==> src/rtl/ifu_fetch.sv <==
// Fetch stage: owns the PC, fetches one word at a time from imem and holds it for decode.
// Optional IFU_MISALIGN_CHK_EN: force-align redirect targets and flag misalignment.
module ifu_fetch #(
    parameter logic [31:0] RESET_PC = 32'h80000000,
    parameter logic [31:0] ERR_INST = 32'h00100073
) (
    input  logic        clk,
    input  logic        rst_n,
    output logic        imem_req_valid,
    input  logic        imem_req_ready,
    output logic [31:0] imem_req_addr,
    input  logic        imem_rsp_valid,
    output logic        imem_rsp_ready,
    input  logic [31:0] imem_rsp_data,
    input  logic        imem_rsp_err,
    input  logic        redirect_valid,
    input  logic [31:0] redirect_pc,
    output logic        m_valid,
    input  logic        m_ready,
    output logic [31:0] instF,
    output logic [31:0] pcF,
    output logic [31:0] snpcF,
    output logic        misalign
);

    localparam logic [1:0] S_REQ  = 2'd0;
    localparam logic [1:0] S_WAIT = 2'd1;
    localparam logic [1:0] S_HOLD = 2'd2;

    logic [1:0]  state_q, state_d;
    logic [31:0] pc_q, pc_d;
    logic        drop_q, drop_d;
    logic [31:0] inst_q, inst_d;
    logic [31:0] pcf_q, pcf_d;
    logic [31:0] snpcf_q, snpcf_d;
    logic [31:0] redir_tgt;

`ifdef IFU_MISALIGN_CHK_EN
    logic mis_q;
    assign redir_tgt = {redirect_pc[31:2], 2'b00};

    always_ff @(posedge clk or negedge rst_n) begin
        if (!rst_n) mis_q <= 1'b0;
        else        mis_q <= redirect_valid && (redirect_pc[1:0] != 2'b00);
    end
    assign misalign = mis_q;
`else
    assign redir_tgt = redirect_pc;
    assign misalign  = 1'b0;
`endif

    assign imem_req_valid = (state_q == S_REQ);
    assign imem_req_addr  = pc_q;
    assign imem_rsp_ready = (state_q == S_WAIT);
    assign m_valid        = (state_q == S_HOLD);
    assign instF          = inst_q;
    assign pcF            = pcf_q;
    assign snpcF          = snpcf_q;

    always_comb begin
        state_d = state_q;
        pc_d    = pc_q;
        drop_d  = drop_q;
        inst_d  = inst_q;
        pcf_d   = pcf_q;
        snpcf_d = snpcf_q;
        case (state_q)
            S_REQ: begin
                if (imem_req_ready) begin
                    state_d = S_WAIT;
                    drop_d  = drop_q | redirect_valid;
                end
            end
            S_WAIT: begin
                if (imem_rsp_valid) begin
                    // A redirect racing the response makes the word stale too.
                    if (drop_q || redirect_valid) begin
                        state_d = S_REQ;
                        drop_d  = 1'b0;
                    end else begin
                        state_d = S_HOLD;
                        inst_d  = imem_rsp_err ? ERR_INST : imem_rsp_data;
                        pcf_d   = pc_q;
                        snpcf_d = pc_q + 32'd4;
                    end
                end else if (redirect_valid) begin
                    drop_d = 1'b1;
                end
            end
            S_HOLD: begin
                if (redirect_valid) begin
                    state_d = S_REQ;
                end else if (m_ready) begin
                    state_d = S_REQ;
                    pc_d    = pc_q + 32'd4;
                end
            end
            default: state_d = S_REQ;
        endcase
        if (redirect_valid) pc_d = redir_tgt;
    end

    always_ff @(posedge clk or negedge rst_n) begin
        if (!rst_n) begin
            state_q <= S_REQ;
            pc_q    <= RESET_PC;
            drop_q  <= 1'b0;
            inst_q  <= 32'd0;
            pcf_q   <= RESET_PC;
            snpcf_q <= RESET_PC + 32'd4;
        end else begin
            state_q <= state_d;
            pc_q    <= pc_d;
            drop_q  <= drop_d;
            inst_q  <= inst_d;
            pcf_q   <= pcf_d;
            snpcf_q <= snpcf_d;
        end
    end

endmodule

==> config.mk <==
export PLATFORM = sky130hd
export DESIGN_NAME = ifu_fetch
export DESIGN_NICKNAME = d
export VERILOG_FILES = /design/src/rtl/ifu_fetch.sv
export SDC_FILE = /design/constraint.sdc
export NUM_CORES = 1
export LEC_CHECK = 0
export ABC_AREA = 1
export BUFFER_PORTS_ARGS = -buffer_cell sky130_fd_sc_hd__buf_2
export CELL_PAD_IN_SITES_DETAIL_PLACEMENT = 1
export CELL_PAD_IN_SITES_GLOBAL_PLACEMENT = 1
export CORE_MARGIN = 4
export CORE_UTILIZATION = 32
export CTS_BUF_LIST = sky130_fd_sc_hd__clkbuf_16
export DETAILED_ROUTE_END_ITERATION = 8
export PLACE_DENSITY_LB_ADDON = 0.1
export SYNTH_ARGS = -nofsm -noshare
export SYNTH_HDL_FRONTEND = slang
export SYNTH_SLANG_ARGS = --single-unit
==> constraint.sdc <==
create_clock -name clk -period 1.24 [get_ports clk]
set_input_delay 0.186 -clock clk [delete_from_list [all_inputs] [get_ports clk]]
set_output_delay 0.186 -clock clk [all_outputs]
set_load 0.02 [all_outputs]
==> results of run 1 <==
-- worst reg2reg max path: cells and delay by family (launching register included) --
| kind | cells | cell delay (ns) |
|---|---|---|
| flops | 1 | 0.44 |
| buf+inv | 5 | 0.74 |
| simple gates | 4 | 0.37 |
-- cell families (layout without fill, tap and decap cells) --
group           Yosys count  after routing  synth area share [%]
flops                   129            129                  54.2
xor+xnor                 14             14                  2.06
other cells               1              1                0.0629
compound gates          119            119                  10.6
simple gates            388            388                  25.9
fa+ha+maj                 1              1                 0.210
buf+inv                 102            469                  7.01
-- synth_stat cells (all sizes together) --
library cell	count	area (um^2)
nand2	312	1180
dfrtp	125	3130
o21ai	104	521
inv	68	255
nor2	48	218
nand3	26	135
buf	23	121
xor2	13	114
clkbuf	10	37.5
dfstp	4	105
o21bai	4	30.0
o211ai	3	22.5
o221ai	3	26.3
a21oi	2	10.0
and2	2	12.5
o22ai	2	12.5
clkinv	1	3.75
conb	1	3.75
ha	1	12.5
o21a	1	7.51
xnor2	1	8.76
-- per-stage QoR --
stage	setup TNS, ns	power (W)	cell area [um^2]
after floorplan	-6.25	0.0107	6140
after global placement	-10.32	0.0134	7870
after detailed placement	-11.46	0.0135	7870
after CTS	-20.35	0.0208	10200
after global routing	-44.90	0.0237	11400
final	-38.86	0.0227	11400
-- flip-flops by register name, summed over array words and instances (netlist names) --
register / count
drop_q: 1
imem_req_addr: 32
instF: 32
pcF: 32
snpcF: 30
state_q: 2
-- per-layer routing --
layer  vias up  global-route usage (%)
met5         -                       0
met4         2                    6.48
met3        80                    4.63
met2       235                    43.9
met1      3365                    30.8
li1       3067                       -
-- power groups by stage --
stage	Combinational (W)	Clock [W]	Sequential [W]
global route	0.0104	0.00591	0.00742
finish	0.00977	0.00566	0.00724
floorplan	0.00203	0	0.00863
detailed placement	0.00673	0	0.00676
global placement	0.00664	0	0.00673
CTS	0.00822	0.00565	0.00690
-- cell type report --
| class | instances | share of cell area, % |
|---|---|---|
| multi-input cells | 523 | 30.9 |
| repair buffers | 368 | 29.9 |
| flip-flops and latches | 129 | 28.7 |
| clock buffers | 17 | 3.74 |
| well taps | 229 | 2.52 |
| inverters | 69 | 2.43 |
| clock inverters | 15 | 1.89 |
-- worst min path at each step --
stage	startpoint	to	slack, ns	cells past startpoint
final	imem_rsp_data[29]	instF[29]	0.02	3
after global routing	imem_rsp_data[29]	instF[29]	0.02	3
after CTS	imem_rsp_data[15]	instF[15]	0.001	3
after detailed placement	rst_n	instF[29]	0.08	1
after global placement	rst_n	instF[29]	0.08	1
after floorplan	rst_n	drop_q	-0.11	0
-- timing repair --
action | CTS | global route
hold endpoints to repair | 133 | 0
setup endpoints to repair | 161 | 164
hold buffers | 9 | 0
cloned | 16 | 9
resized for setup | 240 | 212
pin swaps | 33 | 47
buffers inserted | 40 | 43
==> impl_metrics.csv, run 1 <==
group,metric,value,unit
die,die_h,144,um
critical_path,critPathLaunch,"state_q[1]",
logic_synthesis,yosys_register_bits,129,
route,drt_iter0_drc,320,
critical_path,r2r_cells,9,
critical_path,path_depth,9,
logic_synthesis,ys_seq_area_share,54.2,%
pwr,ir_drop,0.00109,V
die,fp.coreArea,18100,um^2
logic_synthesis,yosysWarnings,0,
sta,rsz0062_at_grt,"yes",
sta,final_hold_viol_count,0,
critical_path,r2r_slack,-0.40,ns
final_layout,regArea,3260,um^2
run_status,violations,"negative setup slack",
final_layout,drive_gt1_share,57.2,%
sta,setup_viol,161,
critical_path,crit_end,"snpcF[25]",
die,row_count,49,
route,m1WireLength,11700,um
final_layout,utilization,62.7,%
placement,dp_hpwl,15100,um
critical_path,path_max_fanout,7,
sta,slew_violations,0,
route,dr.pass1.iters,4,
route,post_drt_wl_per_cell,22.0,um
logic_synthesis,synth_area,5960,um^2
pwr,power_frac_seq,31.9,%
global_route,grt_overflow,0,
route,dr_wl_met3,1520,um
worst_hold_path,hp-class,"in -> reg",
sta,fin_crit,1.64,ns
placement,place.port_buffers,201,
job,cap_viol_max_count,0,
critical_path,r2r-start,"state_q[1]",
critical_path,required,1.54,ns
route,wirelength,29700,um
critical_path,end_kind,"flip-flop",
pwr,swShare,40.0,%
placement,place_ws,-0.277,ns
clock_network,cts_num_sinks,129,
final_layout,stdcell_count,1350,
global_route,grt_pass1_wl,39400,um
die,ioPinCount,203,
critical_path,critPathKind,"reg -> reg",
placement,dp_cells,1221,
sta,finClkSkew,0.0107,ns
final_layout,multiInputGateArea,3510,um^2
clock_network,cts_buffers,17,
global_route,antenna_found_initial,1,
pwr,p_leak,5.66,nW
logic_synthesis,synth.avg_cell_area,7.91,um^2
final_layout,mostFrequentLayoutCell,"nand2_1",
sta,layout_setup_ws,-0.403,ns
clock_network,clk_pin_slew,0.07,ns
critical_path,critical_path.max_stage_delay,0.44,ns
pwr,internal-power,0.0136,W
final_layout,nFillCells,2010,
route,dr.max_layer_used,"met5",
clock_network,cts_tree,"yes",
logic_synthesis,synthCells,754,
run_status,status,"finished with violations",
final_layout,nets,1180,
sta,holdWs,0.0178,ns
global_route,grt_pass1_vias,6966,
pwr,power_density,1990,nW/um^2
clock_network,clk_latency,0.42,ns
critical_path,critical-path-top-delay-family,"buffers and inverters",
final_layout,mostFrequentLayoutCells,"nand2_1, buf_2, dfrtp_1, buf_6, buf_4",
route,vias,6749,
route,drt-vias-per-instance,5.00,
pwr,comb_power_share,43.1,%
final_layout,diodes,0,
global_route,grt_usage,24.7,%
critical_path,critPathLaunchType,"flip-flop",
pwr,clkPwrFrac,25.0,%
pwr,net-switching-power,0.00908,W
sta,fmax,609,MHz
final_layout,areaGrowthSynthToFinish,90.9,%
die,start_util,32.8,%
global_route,grt_max_degree,35,
critical_path,path_cells,"inv_2 > nand2_2 > inv_2 > nand3_4 > buf_12 > buf_12 > clkbuf_16 > nand2_1 > nand2_1",
critical_path,cp.arrival,1.94,ns
placement,finalWeightedCongestion,0.800,
logic_synthesis,syn_nets,826,
route,wl_met2,15400,um
route,ant_nets,0,
die,die-area,20900,um^2
clock_network,ctsRootBufferMaster,"clkbuf_16",
critical_path,crit_path_top_delay_cell,"dfrtp_1",
route,drc,0,
clock_network,clk_path_buf_depth,2,
sta,post-route-period-util,132,%
clock_network,htree_levels,4,
die,die_w,144,um
critical_path,cp.buffers_inverters,5,
logic_synthesis,synth_cell_type_count,29,
critical_path,r2r_end,"snpcF[25]",
Power figures use the tool's default switching activity.
==> inputs of run 2 (changes only) <==
SETUP_SLACK_MARGIN = 0.05   (was not set)
==> impl_metrics.csv, run 2 (synthesized netlist as in run 1, its figures left out) <==
group,metric,value,unit
run_status,status,"finished with violations",
run_status,violations,"negative setup slack",
die,start_util,32.8,%
critical_path,critical-path-top-delay-family,"buffers and inverters",
sta,layout_setup_ws,-0.355,ns
sta,fin_tns_setup,-38.31,ns
job,cap_viol_max_count,0,
final_layout,multiInputGateArea,3570,um^2
sta,rsz0062_at_grt,"yes",
critical_path,end_kind,"primary output",
final_layout,fin_area,11800,um^2
global_route,grt_pass1_vias,6973,
sta,slew_violations,0,
route,drc,0,
pwr,net-switching-power,0.00968,W
critical_path,cp.buffers_inverters,4,
placement,placed_area,7910,um^2
route,drt_iter0_drc,303,
final_layout,areaGrowthSynthToFinish,98.7,%
sta,setup_viol,162,
clock_network,clk_pin_slew,0.06,ns
clock_network,htree_levels,4,
die,die_w,144,um
placement,dp_hpwl,15500,um
final_layout,nets,1206,
critical_path,critPathKind,"reg -> out",
critical_path,path_cells,"inv_2 > buf_6 > nor2_4 > buf_6 > buf_6",
pwr,p_leak,5.84,nW
clock_network,clk_path_buf_depth,2,
sta,post-route-period-util,129,%
route,wirelength,32600,um
die,die_h,144,um
sta,finClkSkew,0.00954,ns
pwr,ir_drop,0.00144,V
critical_path,r2r_cells,10,
global_route,grt_overflow,0,
die,fp.coreArea,18100,um^2
placement,finalWeightedCongestion,0.826,
final_layout,mostFrequentLayoutCells,"nand2_1, buf_2, buf_6, buf_4, dfrtp_1",
pwr,power_density,2020,nW/um^2
worst_hold_path,holdCritStartpoint,"imem_rsp_data[10]",
pwr,comb_power_share,46.5,%
critical_path,path_max_fanout,2,
die,die-area,20900,um^2
critical_path,r2r_slack,-0.35,ns
clock_network,cts_tree,"yes",
die,ioPinCount,203,
critical_path,r2r_end,"snpcF[28]",
global_route,grt_max_degree,40,
route,post_drt_wl_per_cell,23.7,um
worst_hold_path,hold_end,"instF[10]",
placement,place_ws,-0.283,ns
clock_network,clk_latency,0.44,ns
critical_path,critPathLaunchType,"flip-flop",
critical_path,r2r-start,"imem_req_addr[3]",
final_layout,regArea,3270,um^2
critical_path,critPathLaunch,"state_q[1]",
critical_path,critical_path.max_stage_delay,0.40,ns
route,vias,7075,
clock_network,cts_num_sinks,129,
sta,fin_crit,1.59,ns
global_route,antenna_found_initial,1,
route,dr.pass1.iters,5,
route,drt-vias-per-instance,5.14,
sta,fmax,627,MHz
final_layout,nFillCells,1983,
global_route,grt_usage,24.7,%
critical_path,required,1.05,ns
die,row_count,49,
pwr,internal-power,0.0143,W
final_layout,drive_gt1_share,60.9,%
worst_hold_path,holdPathStages,3,
pwr,clkPwrFrac,23.0,%
pwr,power_frac_seq,30.5,%
placement,place.port_buffers,201,
final_layout,mostFrequentLayoutCell,"nand2_1",
clock_network,ctsRootBufferMaster,"clkbuf_16",
critical_path,crit_path_top_delay_cell,"dfrtp_1",
critical_path,cp_common_cell,"buf_6",
global_route,grt_pass1_wl,39300,um
clock_network,cts_buffers,17,
pwr,swShare,40.4,%
sta,final_hold_viol_count,0,
worst_hold_path,hp-class,"in -> reg",
route,ant_nets,0,
critical_path,cp.arrival,1.41,ns
-- run 2: worst min-delay path, cell delays in order --
cell and delay (ns):
buf_2 0.10, nand2_1 0.07, o21ai_2 0.06
-- run 2: how the worst max path moves through the flow --
stage / end / slack [ns] / cells after the start
4_1_cts: imem_req_addr[14] / -0.24 / 7
5_1_grt: imem_req_addr[31] / -0.44 / 8
3_3_place_gp: snpcF[16] / -0.22 / 8
3_5_place_dp: imem_req_addr[16] / -0.28 / 8
2_1_floorplan: imem_req_addr[22] / -0.15 / 10
6_report: m_valid / -0.35 / 5
-- run 2: power groups by stage --
stage | sequential [W] | combinational [W] | clock (W)
final | 0.00731 | 0.0112 | 0.00551
after detailed placement | 0.00674 | 0.00679 | 0
after global placement | 0.00673 | 0.00668 | 0
after CTS | 0.00679 | 0.00821 | 0.00547
after global routing | 0.00747 | 0.0118 | 0.00576
after floorplan | 0.00863 | 0.00206 | 0
-- run 2: per-layer routing --
metal / vias to the layer above / routed length [um] / share of wire, % / global-route usage, %
li1: 3139 / - / - / -
met1: 3579 / 12400 / 38 / 30.6
met2: 254 / 17100 / 52 / 43.3
met3: 103 / 1530 / 4.7 / 4.40
met4: 0 / 1610 / 4.9 / 8.30
met5: - / 0 / 0 / 0
-- run 2: what timing repair did --
action,CTS,global route
endpoints found under the setup margin,165,197
endpoints found under the hold margin,134,0
buffers inserted,40,52
gates resized for setup,196,328
cloned,16,14
hold buffers,9,0
pin swaps,13,46
-- run 2: cell type report --
cell class | count | share of cell area (%)
Antenna cell | 1 | 0.0211
Clock buffer | 17 | 3.59
Clock inverter | 15 | 1.64
Inverter | 69 | 2.39
Multi-Input combinational cell | 523 | 30.1
Sequential cell | 129 | 27.6
Tap cell | 229 | 2.42
Timing Repair Buffer | 394 | 32.2
-- run 2: per-stage QoR --
stage / total power, W / utilization, % / std cells / hold WS (ns)
CTS: 0.0205 / 55.8 / 1321 / 0.000377
floorplan: 0.0107 / - / 754 / -0.110
finish: 0.0240 / 65.3 / 1377 / 0.00424
global route: 0.0250 / 65.3 / 1377 / 0.00617
global placement: 0.0134 / 43.6 / 1225 / 0.0839
detailed placement: 0.0135 / 43.6 / 1225 / 0.0850
